`src/rtl/pin_bus_pkg.sv`:
```
// Shared constants, bus word type and width helper for the pin bus sampler.
package pin_bus_pkg;

    localparam int DEF_WIDTH       = 4;
    localparam int DEF_SYNC_STAGES = 2;
    localparam int DEF_STABLE_CNT  = 3;
    localparam int DEF_FIFO_DEPTH  = 4;

    typedef logic [DEF_WIDTH-1:0] word_t;

    // Bits needed to hold values 0..max_val; never less than one bit.
    function automatic int cnt_w(input int max_val);
        return (max_val < 2) ? 1 : $clog2(max_val + 1);
    endfunction

endpackage

```
`src/rtl/pin_bus_sampler_if.sv`:
```
// Valid/ready event stream carrying qualified bus words to the controller.
interface pin_bus_sampler_if
    import pin_bus_pkg::*;
#(
    parameter int WIDTH = DEF_WIDTH
);

    logic [WIDTH-1:0] out_data;
    logic             out_valid;
    logic             out_ready;

    modport master (output out_data, output out_valid, input out_ready);
    modport slave  (input out_data, input out_valid, output out_ready);

endinterface

```
`src/rtl/pin_bus_fifo.sv`:
```
// First-word-fall-through event FIFO; head word is driven straight from storage.
module pin_bus_fifo
    import pin_bus_pkg::*;
#(
    parameter int WIDTH = DEF_WIDTH,
    parameter int DEPTH = DEF_FIFO_DEPTH
) (
    input  logic                       clk,
    input  logic                       rstb,
    input  logic                       push,
    input  logic                       pop,
    input  logic [WIDTH-1:0]           din,
    output logic [WIDTH-1:0]           dout,
    output logic                       full,
    output logic                       empty,
    output logic [cnt_w(DEPTH)-1:0]    level
);

    localparam int PW = cnt_w(DEPTH - 1);
    localparam int LW = cnt_w(DEPTH);

    logic [WIDTH-1:0] mem [DEPTH];
    logic [PW-1:0]    wr_ptr;
    logic [PW-1:0]    rd_ptr;
    logic             pop_ok;
    logic             push_ok;

    assign full    = (level == LW'(DEPTH));
    assign empty   = (level == '0);
    assign pop_ok  = pop && !empty;
    // A pop on the same edge frees the slot, so a full FIFO still accepts.
    assign push_ok = push && (!full || pop_ok);
    assign dout    = mem[rd_ptr];

    always_ff @(posedge clk or negedge rstb) begin
        if (!rstb) begin
            for (int i = 0; i < DEPTH; i++) begin
                mem[i] <= '0;
            end
            wr_ptr <= '0;
            rd_ptr <= '0;
            level  <= '0;
        end else begin
            if (push_ok) begin
                mem[wr_ptr] <= din;
                wr_ptr      <= wr_ptr + 1'b1;
            end
            if (pop_ok) begin
                rd_ptr <= rd_ptr + 1'b1;
            end
            if (push_ok && !pop_ok) begin
                level <= level + 1'b1;
            end else if (!push_ok && pop_ok) begin
                level <= level - 1'b1;
            end
        end
    end

endmodule

```
`src/rtl/pin_bus_sampler.sv`:
```
// Synchronizes the lane array bus, filters glitches by word stability and
// queues every qualified word change for the controller.
module pin_bus_sampler
    import pin_bus_pkg::*;
#(
    parameter int WIDTH       = DEF_WIDTH,
    parameter int SYNC_STAGES = DEF_SYNC_STAGES,
    parameter int STABLE_CNT  = DEF_STABLE_CNT,
    parameter int FIFO_DEPTH  = DEF_FIFO_DEPTH
) (
    input  logic                          clk,
    input  logic                          rstb,
    input  logic [WIDTH-1:0]              mid,
    input  logic                          en,
    output logic [WIDTH-1:0]              filt_val,
    output logic [cnt_w(FIFO_DEPTH)-1:0]  level,
    output logic                          overflow,
    input  logic                          clr_ovf,
    pin_bus_sampler_if.master             ob
);

    localparam int CW = cnt_w(STABLE_CNT);
    localparam logic [CW-1:0] STABLE_C = CW'(STABLE_CNT);

    logic [WIDTH-1:0] sync_q [SYNC_STAGES];
    logic [WIDTH-1:0] sync;
    logic [WIDTH-1:0] candidate;
    logic [CW-1:0]    cnt;
    logic             evt;
    logic             push;
    logic             pop;
    logic             drop;
    logic             fifo_full;
    logic             fifo_empty;
    logic [WIDTH-1:0] fifo_dout;

    always_ff @(posedge clk or negedge rstb) begin
        if (!rstb) begin
            for (int i = 0; i < SYNC_STAGES; i++) begin
                sync_q[i] <= '0;
            end
        end else begin
            sync_q[0] <= mid;
            for (int i = 1; i < SYNC_STAGES; i++) begin
                sync_q[i] <= sync_q[i-1];
            end
        end
    end

    assign sync = sync_q[SYNC_STAGES-1];

    // Qualification looks only at registered filter state, never at sync.
    assign evt  = (cnt == STABLE_C) && (candidate != filt_val);
    assign push = evt && en;
    assign pop  = ob.out_valid && ob.out_ready;
    assign drop = push && fifo_full && !pop;

    always_ff @(posedge clk or negedge rstb) begin
        if (!rstb) begin
            candidate <= '0;
            cnt       <= '0;
            filt_val  <= '0;
            overflow  <= 1'b0;
        end else begin
            if (sync != candidate) begin
                candidate <= sync;
                cnt       <= CW'(1);
            end else if (cnt < STABLE_C) begin
                cnt <= cnt + 1'b1;
            end
            if (evt) begin
                filt_val <= candidate;
            end
            if (drop) begin
                overflow <= 1'b1;
            end else if (clr_ovf) begin
                overflow <= 1'b0;
            end
        end
    end

    pin_bus_fifo #(
        .WIDTH (WIDTH),
        .DEPTH (FIFO_DEPTH)
    ) u_fifo (
        .clk   (clk),
        .rstb  (rstb),
        .push  (push),
        .pop   (pop),
        .din   (candidate),
        .dout  (fifo_dout),
        .full  (fifo_full),
        .empty (fifo_empty),
        .level (level)
    );

    assign ob.out_valid = !fifo_empty;
    assign ob.out_data  = fifo_dout;

endmodule

```
`src/flat_wrapper.sv`:
```
// flat-port wrapper written by rule: the top's interface ports become plain ports
module pin_bus_sampler_flat import pin_bus_pkg::*;
#(
    parameter int WIDTH       = DEF_WIDTH,
    parameter int SYNC_STAGES = DEF_SYNC_STAGES,
    parameter int STABLE_CNT  = DEF_STABLE_CNT,
    parameter int FIFO_DEPTH  = DEF_FIFO_DEPTH
)
  (clk, rstb, mid, en, filt_val, level, overflow, clr_ovf, ob_out_data, ob_out_valid, ob_out_ready);
  pin_bus_sampler_if #(.WIDTH(WIDTH)) ob_i ();
  input  logic clk;
  input  logic rstb;
  input  logic [WIDTH-1:0] mid;
  input  logic en;
  output logic [WIDTH-1:0] filt_val;
  output logic [cnt_w(FIFO_DEPTH)-1:0] level;
  output logic overflow;
  input  logic clr_ovf;
  output wire logic [$bits(ob_i.out_data)-1:0] ob_out_data;
  output wire logic [$bits(ob_i.out_valid)-1:0] ob_out_valid;
  input wire logic [$bits(ob_i.out_ready)-1:0] ob_out_ready;
  assign ob_out_data = ob_i.out_data;
  assign ob_out_valid = ob_i.out_valid;
  assign ob_i.out_ready = ob_out_ready;
  pin_bus_sampler #(.WIDTH(WIDTH), .SYNC_STAGES(SYNC_STAGES), .STABLE_CNT(STABLE_CNT), .FIFO_DEPTH(FIFO_DEPTH)) u_core (.clk(clk), .rstb(rstb), .mid(mid), .en(en), .filt_val(filt_val), .level(level), .overflow(overflow), .clr_ovf(clr_ovf), .ob(ob_i));
endmodule
```
`config.mk`:
```
export PLATFORM = sky130hd
export DESIGN_NAME = pin_bus_sampler_flat
export DESIGN_NICKNAME = d
export VERILOG_FILES = /design/src/rtl/pin_bus_pkg.sv /design/src/rtl/pin_bus_sampler_if.sv /design/src/rtl/pin_bus_fifo.sv /design/src/rtl/pin_bus_sampler.sv /design/src/flat_wrapper.sv
export SDC_FILE = /design/constraint.sdc
export NUM_CORES = 1
export LEC_CHECK = 0
export BUFFER_PORTS_ARGS = -buffer_cell sky130_fd_sc_hd__buf_2
export CAP_MARGIN = 20
export CORE_UTILIZATION = 45
export CTS_BUF_LIST = sky130_fd_sc_hd__clkbuf_4 sky130_fd_sc_hd__clkbuf_8
export DETAILED_ROUTE_END_ITERATION = 16
export GPL_ROUTABILITY_DRIVEN = 1
export PLACE_DENSITY = 0.7
export SYNTH_ARGS = -nofsm -noshare
export SYNTH_HDL_FRONTEND = slang
export SYNTH_HIERARCHICAL = 1
export SYNTH_SLANG_ARGS = --single-unit
```
`constraint.sdc`:
```
create_clock -name clk -period 2.69 [get_ports clk]
set_input_delay 0 -clock clk [delete_from_list [all_inputs] [get_ports clk]]
set_output_delay 0 -clock clk [all_outputs]
set_load 0.005 [all_outputs]
```
==> metrics.md, run 1 <==
| Metric | Value |
|---|---|
| Outcome | `finished clean` |
| Power Dens Cells | `970 nW/um2` |
| Die W | `65.5 um` |
| Post-Route WL | `3060 um` |
| Num CTS Buffers | `5` |
| Synth area leader | `dfrtp_1` |
| Max Cap Violations | `0` |
| H-tree levels | `2` |
| Flop pwr share | `0.462` |
| Overall power | `0.00212 W` |
| FMAX | `0.397 GHz` |
| Register area share after synthesis | `0.579` |
| Vias in the first global route | `1075` |
| Net Sw Frac | `0.283` |
| Arrival @ worst endpoint | `2700 ps` |
| Cell with the most instances after synthesis | `dfrtp_1` |
| TritonRoute pass-1 iters | `4` |
| Row cnt | `22` |
| Hold crit path type | `input pin to flip-flop` |
| RePlAce Congestion | `0.781` |
| Hold Vio Cnt, Final | `0` |
| Core Box Area | `3770 um2` |
| Clock skew | `3.86 ps` |
| Clock Power Share | `0.278` |
| DRT iter0 DRCs | `15` |
| Post-route cell area | `2180 um2` |
| CTS tree | `built` |
| Clock transition at path regs | `80 ps` |
| Yosys reg bits | `42` |
| Comb pwr share | `0.260` |
| # port buffers | `21` |
| Initial Util | `0.481` |
| Die Height | `65.5 um` |
| Final min period | `2520 ps` |
| YS warnings | `6` |
| Crit path max fanout | `6` |
| Core Util, Final | `0.579` |
| RSZ-0062 raised after global routing | `false` |
| I/O Pins | `22` |
| Asr flop ratio synth | `1.00` |
| P&R area growth vs syn | `20.3%` |
| Ranking of synthesized cells by area | `dfrtp_1 (58%), mux2_2 (14%), xnor2_1 (5.8%)` |
| CP Capture Type | `flip-flop` |
| Final nets | `172` |
| Ys flop type | `dfrtp_1` |
| Setup TNS | `0 ps` |
| Mapped Cells | `125` |
| Mapped Avg Cell Area | `14.5 um2` |
| GRT Overall Usage | `0.173` |
| NetSw | `0.000600 W` |
| Crit Path Category | `flip-flop to flip-flop` |
| Initial antenna violation count | `0` |
| Sink Count | `42` |
| Post-Place Cell Area | `1980 um2` |
| Slew Limit Headroom | `0.394` |
| DR DRC count | `0` |
| Final slew viol count | `0` |
| Critical path required time | `2870 ps` |
| Max IR drop VDD | `494 uV` |
| Top post-synthesis cells by count | `dfrtp_1 (42), mux2_2 (22), xnor2_1 (12), ha_1 (6), nor2_1 (6)` |
| First-pass GRT wire length | `5260 um` |
| Synth unique cells | `22` |
| Post-DP HPWL | `2110 um` |
| Post-synth EDFFs | `0` |
| Setup Viol. Count Final | `0` |
| Synthesized Nets | `141` |
| Clk root buf | `clkbuf_8` |
| Top cell type's share of synthesized area | `0.579` |
| Vias | `1026` |
| Final period utilization | `0.935` |
| Die ar. | `4290 um2` |
| Largest net degree at the start of global routing | `43` |
| Drt wl/cell | `14.9 um` |
| P_int | `0.00152 W` |
| Total global routing overflow | `0` |
| Worst Setup Start Kind | `flip-flop` |
| Layout cells sized above 1 | `0.395` |
| R2R setup slack | `170 ps` |
| Post-route ant nets | `0` |
| Routed vias/inst | `5.00` |
| Static Leak | `1.01 nW` |
| Diode count | `0` |
| Worst Tran Pin Value | `909 ps` |
| Clk Latency, worst-skew pair | `290 ps` |
| Max clock buf depth | `2` |
| Post-Syn Area | `1820 um2` |
## repair_timing
item,4_1_cts,5_1_grt
endpoints found under the hold margin,47,0
setup endpoints to repair,0,2
resized for setup,0,2
hold buffers,6,0
buffers inserted,0,0
## layer usage
metal  GRT usage  part of all wire
met1       0.208              0.44
met2       0.287              0.51
met3      0.0503             0.034
met4      0.0734             0.022
met5           0                 0
## layout make-up
cell class              count  area, um2
repair buffers             30        188
inverters                   5       18.8
clock inverters             3       68.8
clock buffers               5       68.8
fillers                   292       1590
multi-input cells          72        729
flip-flops and latches     42       1050
well taps                  48       60.1
## power groups by stage
| stage | registers (W) | clock network, W | logic (W) |
|---|---|---|---|
| CTS | 0.000982 | 0.000602 | 0.000559 |
| detailed placement | 0.000994 | 0 | 0.000551 |
| finish | 0.000979 | 0.000588 | 0.000551 |
| global route | 0.00101 | 0.000630 | 0.000616 |
| global placement | 0.000973 | 0 | 0.000526 |
| floorplan | 0.000937 | 0 | 0.000398 |
## flip-flops by register name (all words and copies together), names as in the netlist
signal	cells
u_core/u_fifo/mem	16
u_core/sync	4
u_core/u_fifo/rd_ptr	2
u_core/candidate	4
u_core/overflow	1
u_core/cnt	2
u_core/sync_q	4
u_core/u_fifo/level	3
u_core/u_fifo/wr_ptr	2
u_core/filt_val	4
## kinds of logic (layout without fill, tap and decap cells)
logic type / count (synthesis) / in the layout / share of synthesized area
buffers and inverters: 11 / 43 / 0.0234
muxes: 27 / 27 / 0.192
AOI/OAI and AO/OA: 2 / 2 / 0.0138
adders and majority gates: 7 / 7 / 0.0524
and+or+nand+nor: 21 / 21 / 0.0675
xor gates and xnor gates: 15 / 15 / 0.0724
DFF: 42 / 42 / 0.579
## metrics by stage
step,setup WS [ps],hold WS (ps),instances
after floorplan,242,-296,125
after global placement,252,108,191
after detailed placement,77.6,109,191
after CTS,44.8,218,205
after global routing,53.9,205,205
final,174,205,205
## cell usage in the layout, fill, tap and decap left out, drive strengths merged
cell type / instances
dfrtp: 42
buf: 24
mux2: 22
xnor2: 12
dlygate4sd3: 6
nor2: 6
ha: 6
clkbuf: 5
nand2: 5
inv: 5
mux4: 4
xor2: 3
nor2b: 3
bufinv: 2
nand2b: 2
clkinv: 1
a41oi: 1
a22o: 1
nand4: 1
mux2i: 1
nor3b: 1
nor3: 1
nor4b: 1
nand3b: 1
fa: 1
## critical path, cell delays in order (launching register included)
cell and delay [ps]:
dfrtp_1 500, nor3_2 260, nor2b_2 110, nor4b_4 390
nor2b_1 160, ha_1 240, inv_1 70, fa_1 410
mux2_2 270
## path summary, 6_finish.rpt
kind / from / end / cells after the start
min reg2reg: u_core/sync_q[5] / u_core/sync[1] / 0
max: u_core/u_fifo/level[0] / u_core/u_fifo/level[1] / 8
max reg2reg: u_core/u_fifo/level[0] / u_core/u_fifo/level[1] / 8
min: ob_out_ready / u_core/u_fifo/rd_ptr[1] / 4
max in group asynchronous: rstb / u_core/u_fifo/mem[1] / 2
min in group asynchronous: rstb / u_core/sync_q[6] / 2
No activity file was read; power rests on OpenSTA's default activity.
==> inputs of run 2 (changes only) <==
--- a/config.mk
+++ b/config.mk
@@ -6,7 +6,8 @@
 export NUM_CORES = 1
 export LEC_CHECK = 0
 export BUFFER_PORTS_ARGS = -buffer_cell sky130_fd_sc_hd__buf_2
-export CAP_MARGIN = 20
+export CAP_MARGIN = 10
+export CORE_MARGIN = 10
 export CORE_UTILIZATION = 45
 export CTS_BUF_LIST = sky130_fd_sc_hd__clkbuf_4 sky130_fd_sc_hd__clkbuf_8
 export DETAILED_ROUTE_END_ITERATION = 16
==> run 2 against run 1 <==
Effect of this change:
- non-clock buffer count unchanged
- cell count up 0.98%
- core utilization is 3.6 points lower
- sequential share of layout area is 0.96 points higher
- clock skew barely moved
- via count shrank 0.29%
- combinational power grew 1%
- count of clock-buffer cells in the layout rose by 2
- global-route usage is 7.6 points lower
- total power shrank 7.9%
- highest routed layer unchanged
- largest cell class unchanged
- maximum frequency down 0.51%
==> metrics.md, run 2 (synthesis results as in run 1) <==
| Metric | Value |
|---|---|
| Max IR drop VDD | `475 uV (was 494 uV)` |
| Die Height | `83.5 um (was 65.5 um)` |
| Sink Count | `42 (unchanged)` |
| Vias in the first global route | `1129 (was 1075)` |
| Max clock buf depth | `2 (unchanged)` |
| Diode count | `0 (unchanged)` |
| Crit Path Category | `flip-flop to flip-flop (unchanged)` |
| DRT iter0 DRCs | `47 (was 15)` |
| Routed vias/inst | `4.94 (was 5.00)` |
| Power Dens Cells | `912 nW/um2 (was 970 nW/um2)` |
| Worst Setup Slack, final | `161 ps (was 174 ps)` |
| Post-Place Cell Area | `1980 um2 (about the same)` |
| Post-route cell area | `2140 um2 (was 2180 um2)` |
| Worst R2R Start | `u_core/u_fifo/level[0] (unchanged)` |
| First-pass GRT wire length | `5390 um (was 5260 um)` |
| Crit path max fanout | `6 (unchanged)` |
| CTS tree | `built (unchanged)` |
| H-tree levels | `2 (unchanged)` |
| Post-DP HPWL | `2340 um (was 2110 um)` |
| Total global routing overflow | `0 (unchanged)` |
| DR DRC count | `0 (unchanged)` |
| TritonRoute pass-1 iters | `3 (was 4)` |
| GRT Overall Usage | `0.0967 (was 0.173)` |
| Worst R2R Path Depth | `10 (was 8)` |
| P&R area growth vs syn | `18.0% (was 20.3%)` |
| Post-Route WL | `3170 um (was 3060 um)` |
| Post-CTS Setup Inserts | `0 (unchanged)` |
| Die W | `83.5 um (was 65.5 um)` |
| Pre-CTS WS | `107 ps (was 77.6 ps)` |
| Commonest non-fill, non-tap cell in the layout | `dfrtp_1 (unchanged)` |
| Initial Util | `0.460 (was 0.481)` |
| Static Leak | `0.997 nW (was 1.01 nW)` |
| Post-route ant nets | `0 (unchanged)` |
| # port buffers | `21 (unchanged)` |
| Final min period | `2530 ps (was 2520 ps)` |
| Hold depth | `4 (unchanged)` |
| Final period utilization | `0.940 (was 0.935)` |
| Setup TNS | `0 ps (unchanged)` |
| Worst hold endpoint | `u_core/u_fifo/rd_ptr[1] (unchanged)` |
| CP Capture Type | `flip-flop (unchanged)` |
| Row cnt | `23 (was 22)` |
| Die ar. | `6970 um2 (was 4290 um2)` |
| Max Cap Violations | `0 (unchanged)` |
| Final slew viol count | `0 (unchanged)` |
| Register name with the most flops | `u_core/u_fifo/mem (unchanged)` |
| R2R setup slack | `160 ps (was 170 ps)` |
| Clock transition at path regs | `70 ps (was 80 ps)` |
| Core Box Area | `3940 um2 (was 3770 um2)` |
| Clock skew | `4.31 ps (was 3.86 ps)` |
| Hold crit path type | `input pin to flip-flop (unchanged)` |
| FMAX | `0.395 GHz (was 0.397 GHz)` |
| Outcome | `finished clean (unchanged)` |
| Initial antenna violation count | `0 (unchanged)` |
| Clk Latency, worst-skew pair | `290 ps (about the same)` |
| Worst Setup Start Kind | `flip-flop (unchanged)` |
| Clk root buf | `clkbuf_8 (unchanged)` |
| Arrival @ worst endpoint | `2750 ps (was 2700 ps)` |
| RePlAce Congestion | `0.754 (was 0.781)` |
| Drt wl/cell | `15.3 um (was 14.9 um)` |
| Largest net degree at the start of global routing | `43 (unchanged)` |
| Vias | `1023 (was 1026)` |
| Num CTS Buffers | `5 (unchanged)` |
| Layout cells sized above 1 | `0.389 (was 0.395)` |
| Slew Limit Headroom | `0.387 (was 0.394)` |
| Worst Tran Pin Value | `919 ps (was 909 ps)` |
| Max reg flops | `16 (unchanged)` |
| I/O Pins | `22 (unchanged)` |
| Hold Vio Cnt, Final | `0 (unchanged)` |
| Setup Viol. Count Final | `0 (unchanged)` |
| Final nets | `172 (unchanged)` |
| Commonest non-fill, non-tap cells in the layout | `dfrtp_1 (42), mux2_2 (22), buf_2 (21), xnor2_1 (12) (unchanged)` |
| HP Start | `ob_out_ready (unchanged)` |
| Critical path required time | `2910 ps (was 2870 ps)` |
| RSZ-0062 raised after global routing | `false (unchanged)` |
| Reg2reg end | `u_core/u_fifo/level[2] (was u_core/u_fifo/level[1])` |
==> run 2: cell types whose count changed in the layout (fill, tap and decap cells not counted), sizes merged <==
cell    previous run  this run
bufinv             2         0
clkbuf             5         7
==> run 2: stage by stage <==
step	util	total power, W	hold WS (ps)	std cells
after global routing	0.543	0.00210	232	207
after detailed placement	0.503	0.00155	109	193
after CTS	0.542	0.00198	206	207
after floorplan	-	0.00133	-296	125
after global placement	0.503	0.00151	108	193
final	0.543	0.00195	208	207
==> run 2: metal layers <==
metal	vias to the layer above	part of all wire	GRT usage
met5	-	0	0
met4	0	0.017	0.0411
met3	6	0.028	0.0322
met2	17	0.51	0.162
met1	521	0.45	0.109
li1	479	-	-
==> run 2: worst max-delay path, cell delays in order (launching register included) <==
cell,delay (ps)
dfrtp_1,520
nor3_2,100
nor2b_1,340
nor4b_4,120
nor2b_1,270
ha_1,250
inv_1,70
fa_1,370
xor2_1,150
nor2_1,130
xor2_1,160
==> run 2: cell type report <==
type / count / area, um2
clock buffers: 7 / 90.1
clock inverters: 1 / 5.00
fillers: 329 / 1800
inverters: 5 / 18.8
multi-input cells: 72 / 727
flip-flops and latches: 42 / 1050
well taps: 50 / 62.6
repair buffers: 30 / 188
==> run 2: worst max path at each step <==
stage               slack (ps)                      to  cells after the start                    from
floorplan                  240  u_core/u_fifo/level[1]                      8  u_core/u_fifo/level[0]
global placement           240  u_core/u_fifo/level[1]                      8  u_core/u_fifo/level[0]
detailed placement         110  u_core/u_fifo/level[1]                      8  u_core/u_fifo/level[0]
CTS                         90  u_core/u_fifo/level[1]                      8  u_core/u_fifo/level[0]
global route                 2  u_core/u_fifo/level[2]                     10  u_core/u_fifo/level[0]
finish                     160  u_core/u_fifo/level[2]                     10  u_core/u_fifo/level[0]
==> run 2: report_power, final <==
part | switching, W | leakage, nW | internal, W
sequential | 0.000179 | 0.523 | 0.000800
clock | 0.000198 | 0.0517 | 0.000217
combinational | 0.000212 | 0.422 | 0.000346
total | 0.000589 | 0.997 | 0.00136
==> run 2: timing repair <==
| item | 4_1_cts | 5_1_grt |
|---|---|---|
| setup endpoints to repair | 0 | 2 |
| endpoints found under the hold margin | 47 | 0 |
| resized for setup | 0 | 1 |
| hold buffers | 6 | 0 |
==> inputs of run 3 (changes only) <==
--- a/config.mk
+++ b/config.mk
@@ -5,6 +5,7 @@
 export SDC_FILE = /design/constraint.sdc
 export NUM_CORES = 1
 export LEC_CHECK = 0
+export ABC_AREA = 1
 export BUFFER_PORTS_ARGS = -buffer_cell sky130_fd_sc_hd__buf_2
 export CAP_MARGIN = 10
 export CORE_MARGIN = 10
==> run 3 against run 2 <==
Effect of this change:
- critical path type unchanged
- critical path depth increased by 4
- core utilization fell by 1.2 points
- highest routed layer unchanged
- critical endpoint unchanged
- largest power group unchanged
- synthesized cell count grew 74%
- sequential power is 3.7% lower
- largest cell class unchanged
- cell count grew 44%
- worst hold slack worse by 29 ps
==> metrics.md, run 3 <==
| Metric | Value |
|---|---|
| Worst R2R Path Depth | `14 (was 10)` |
| Top post-synthesis cells by count | `nand2_1 (64), dfrtp_1 (42), inv_1 (21), nand4_1 (18), nor2_1 (14) (was dfrtp_1 (42), mux2_2 (22), xnor2_1 (12), ha_1 (6), nor2_1 (6))` |
| Hold Vio Cnt, Final | `0 (unchanged)` |
| Outcome | `finished clean (unchanged)` |
| Asr flop ratio synth | `1.00 (unchanged)` |
| Synth area leader | `dfrtp_1 (unchanged)` |
| Most numerous cell on the critical path | `inv_1` |
| Post-Route WL | `3940 um (was 3170 um)` |
| Static Leak | `1.19 nW (was 0.997 nW)` |
| R2R setup slack | `480 ps (was 160 ps)` |
| Post-Syn Area | `1990 um2 (was 1820 um2)` |
| CP Capture Type | `flip-flop (unchanged)` |
| YS warnings | `6 (unchanged)` |
| Initial Util | `0.461 (was 0.460)` |
| Mux share of post-synthesis cell area | `0.0201 (was 0.192)` |
| CP max-delay cell | `dfrtp_1 (unchanged)` |
| Mapped Cells | `217 (was 125)` |
| DR DRC count | `0 (unchanged)` |
| RSZ-0062 raised after global routing | `false (unchanged)` |
| Critical path required time | `2880 ps (was 2910 ps)` |
| Post-synth EDFFs | `0 (unchanged)` |
| FMAX | `0.452 GHz (was 0.395 GHz)` |
| Vias in the first global route | `1533 (was 1129)` |
| Cell with the most instances after synthesis | `nand2_1 (was dfrtp_1)` |
| RePlAce Congestion | `0.788 (was 0.754)` |
| Setup Viol. Count Final | `0 (unchanged)` |
| Core Box Area | `4320 um2 (was 3940 um2)` |
| Max clock buf depth | `2 (unchanged)` |
| Layout cells sized above 1 | `0.167 (was 0.389)` |
| Main combinational cell family by area after synthesis | `simple AND/OR/NAND/NOR gates (was multiplexers)` |
| Synth Area in Simple Gates | `0.257 (was 0.0675)` |
| Ranking of synthesized cells by area | `dfrtp_1 (53%), nand2_1 (12%), nand4_1 (5.6%) (was dfrtp_1 (58%), mux2_2 (14%), xnor2_1 (5.8%))` |
| Synth unique cells | `28 (was 22)` |
| Crit Path Category | `flip-flop to flip-flop (unchanged)` |
| Row cnt | `24 (was 23)` |
| Buf/Inv on CP | `4 (was 1)` |
| Commonest non-fill, non-tap cell in the layout | `nand2_1 (was dfrtp_1)` |
| Hold crit path type | `input pin to flip-flop (unchanged)` |
| Crit path max fanout | `5 (was 6)` |
| Vias | `1494 (was 1023)` |
| Commonest non-fill, non-tap cells in the layout | `nand2_1 (64), dfrtp_1 (42), buf_2 (21), inv_1 (21), nand4_1 (18) (was dfrtp_1 (42), mux2_2 (22), buf_2 (21), xnor2_1 (12))` |
| TritonRoute pass-1 iters | `4 (was 3)` |
| First-pass GRT wire length | `7090 um (was 5390 um)` |
| Diode count | `0 (unchanged)` |
| Crit-path cells | `nor2_2 > nand2_1 > inv_1 > nor2_1 > inv_1 > nand3_2 > nand2_1 > inv_1 > ha_1 > inv_1 > fa_1 > nand2_1 > nand3_1 > xor2_1 (was nor3_2 > nor2b_1 > nor4b_4 > nor2b_1 > ha_1 > inv_1 > fa_1 > xor2_1 > nor2_1 > xor2_1)` |
| Final period utilization | `0.822 (was 0.940)` |
| Routed vias/inst | `5.01 (was 4.94)` |
| Register area share after synthesis | `0.527 (was 0.579)` |
| Crit-path leading delay family | `simple AND/OR/NAND/NOR gates (unchanged)` |
| Post-CTS Setup Inserts | `0 (unchanged)` |
| Max Cap Violations | `0 (unchanged)` |
| Clock transition at path regs | `80 ps (was 70 ps)` |
| P&R area growth vs syn | `15.2% (was 18.0%)` |
| H-tree levels | `2 (unchanged)` |
| Compound-Gate Fraction of Synth Area | `0.0395 (was 0.0138)` |
| Post-DP HPWL | `2840 um (was 2340 um)` |
| CTS tree | `built (unchanged)` |
| Initial antenna violation count | `0 (unchanged)` |
| Ys flop type | `dfrtp_1 (unchanged)` |
| Total global routing overflow | `0 (unchanged)` |
| Clock skew | `4.83 ps (was 4.31 ps)` |
| Hold depth | `5 (was 4)` |
| Arrival @ worst endpoint | `2400 ps (was 2750 ps)` |
| Final nets | `261 (was 172)` |
| Yosys reg bits | `42 (unchanged)` |
| Crit path largest cell delay | `470 ps (was 520 ps)` |
| Power Dens Cells | `914 nW/um2 (was 912 nW/um2)` |
| Max IR drop VDD | `404 uV (was 475 uV)` |
| Worst Setup Start Kind | `flip-flop (unchanged)` |
| Register name with the most flops | `u_core/u_fifo/mem (unchanged)` |
| Worst Tran Pin Value | `896 ps (was 919 ps)` |
| Clk root buf | `clkbuf_8 (unchanged)` |
| XOR/XNOR share of the synthesized area | `0.0352 (was 0.0724)` |
| Top cell type's share of synthesized area | `0.527 (was 0.579)` |
| Synth Area in Adders | `0.0477 (was 0.0524)` |
| Post-route ant nets | `0 (unchanged)` |
| Max reg flops | `16 (unchanged)` |
| Die ar. | `7490 um2 (was 6970 um2)` |
| Die Height | `86.6 um (was 83.5 um)` |
| Mapped Avg Cell Area | `9.19 um2 (was 14.5 um2)` |
| Num CTS Buffers | `5 (unchanged)` |
| GRT Overall Usage | `0.119 (was 0.0967)` |
| Sink Count | `42 (unchanged)` |
| Layout fillers | `417 (was 329)` |
| Min Hold Slack | `179 ps (was 208 ps)` |
| Final slew viol count | `0 (unchanged)` |
| Slew Limit Headroom | `0.402 (was 0.387)` |
| Clk Latency, worst-skew pair | `300 ps (was 290 ps)` |
| # port buffers | `21 (unchanged)` |
| Synthesized Nets | `233 (was 141)` |
| Setup TNS | `0 ps (unchanged)` |
| Largest net degree at the start of global routing | `43 (unchanged)` |
| Crit. path cell count | `14 (was 10)` |
| Final min period | `2210 ps (was 2530 ps)` |
| DRT iter0 DRCs | `114 (was 47)` |
| Overall power | `0.00210 W (was 0.00195 W)` |
| I/O Pins | `22 (unchanged)` |
| Core Util, Final | `0.531 (was 0.543)` |
| Drt wl/cell | `13.2 um (was 15.3 um)` |
| Die W | `86.6 um (was 83.5 um)` |
## run 3: cell count changes after synthesis, sizes merged, moves of 4 or more
cell / change
buf: +5
nand3: +7
o22ai: +4
nand2: +60
nand4: +17
mux2: -22
mux4: -4
inv: +18
xnor2: -10
nor2: +9
o21ai: +9
## run 3: path summary, 6_finish.rpt
kind,from,endpoint
min in group asynchronous,rstb,u_core/u_fifo/mem[1]
hold / removal,ob_out_ready,u_core/u_fifo/rd_ptr[0]
hold reg to reg,u_core/sync_q[4],u_core/sync[0]
setup reg to reg,u_core/u_fifo/level[0],u_core/u_fifo/level[2]
max in group asynchronous,rstb,u_core/filt_val[1]
setup / recovery,u_core/u_fifo/level[0],u_core/u_fifo/level[2]
## run 3: final cells by class
cell class                 count  area, um2  area share
clock buffer                   7       90.1      0.0392
timing repair buffer          31        198      0.0861
sequential                    42       1050       0.458
inverter                      24       90.1      0.0392
tap                           52       65.1      0.0283
clock inverter                 1       5.00     0.00218
multi-input combinational    141        797       0.347
## run 3: where the power goes
| part | leakage, nW | total [W] | switching, W | internal (W) |
|---|---|---|---|---|
| clock network | 0.0517 | 0.000431 | 0.000214 | 0.000217 |
| logic | 0.613 | 0.000724 | 0.000420 | 0.000304 |
| registers | 0.527 | 0.000944 | 0.000158 | 0.000786 |
| total | 1.19 | 0.00210 | 0.000792 | 0.00131 |
## run 3: worst register-to-register path, cell delays in order (launching register included)
cell	delay, ps
dfrtp_1	470
nor2_2	80
nand2_1	80
inv_1	50
nor2_1	180
inv_1	70
nand3_2	90
nand2_1	80
inv_1	90
ha_1	160
inv_1	70
fa_1	380
nand2_1	80
nand3_1	80
xor2_1	140
## run 3: per-layer routing
metal  wire length, um  share of wire  global-route usage  vias up
met3               217          0.055              0.0394        6
li1                  -              -                   -      753
met2              1840           0.47               0.183       32
met1              1810           0.46               0.144      703
met5                 0              0                   0        -
met4                66          0.017              0.0663        0
## run 3: kinds of logic (layout without fill, tap and decap cells)
kind of cell | count (synthesis) | in the layout
compound gates | 14 | 14
xor+xnor | 8 | 8
fa+ha+maj | 7 | 7
buf+inv | 34 | 63
flops | 42 | 42
mux | 4 | 4
simple gates | 108 | 108
## run 3: stage by stage
step / instance area, um2 / worst slack [ps] / cells
floorplan: 1990 / 626 / 217
global placement: 2130 / 540 / 283
detailed placement: 2130 / 486 / 283
CTS: 2300 / 486 / 298
global route: 2300 / 206 / 298
finish: 2300 / 478 / 298
## run 3: what timing repair did
action                                  in CTS  in global routing
endpoints found under the setup margin       0                  0
hold endpoints to repair                    47                  0
resized for setup                            0                  0
hold buffers                                 7                  0
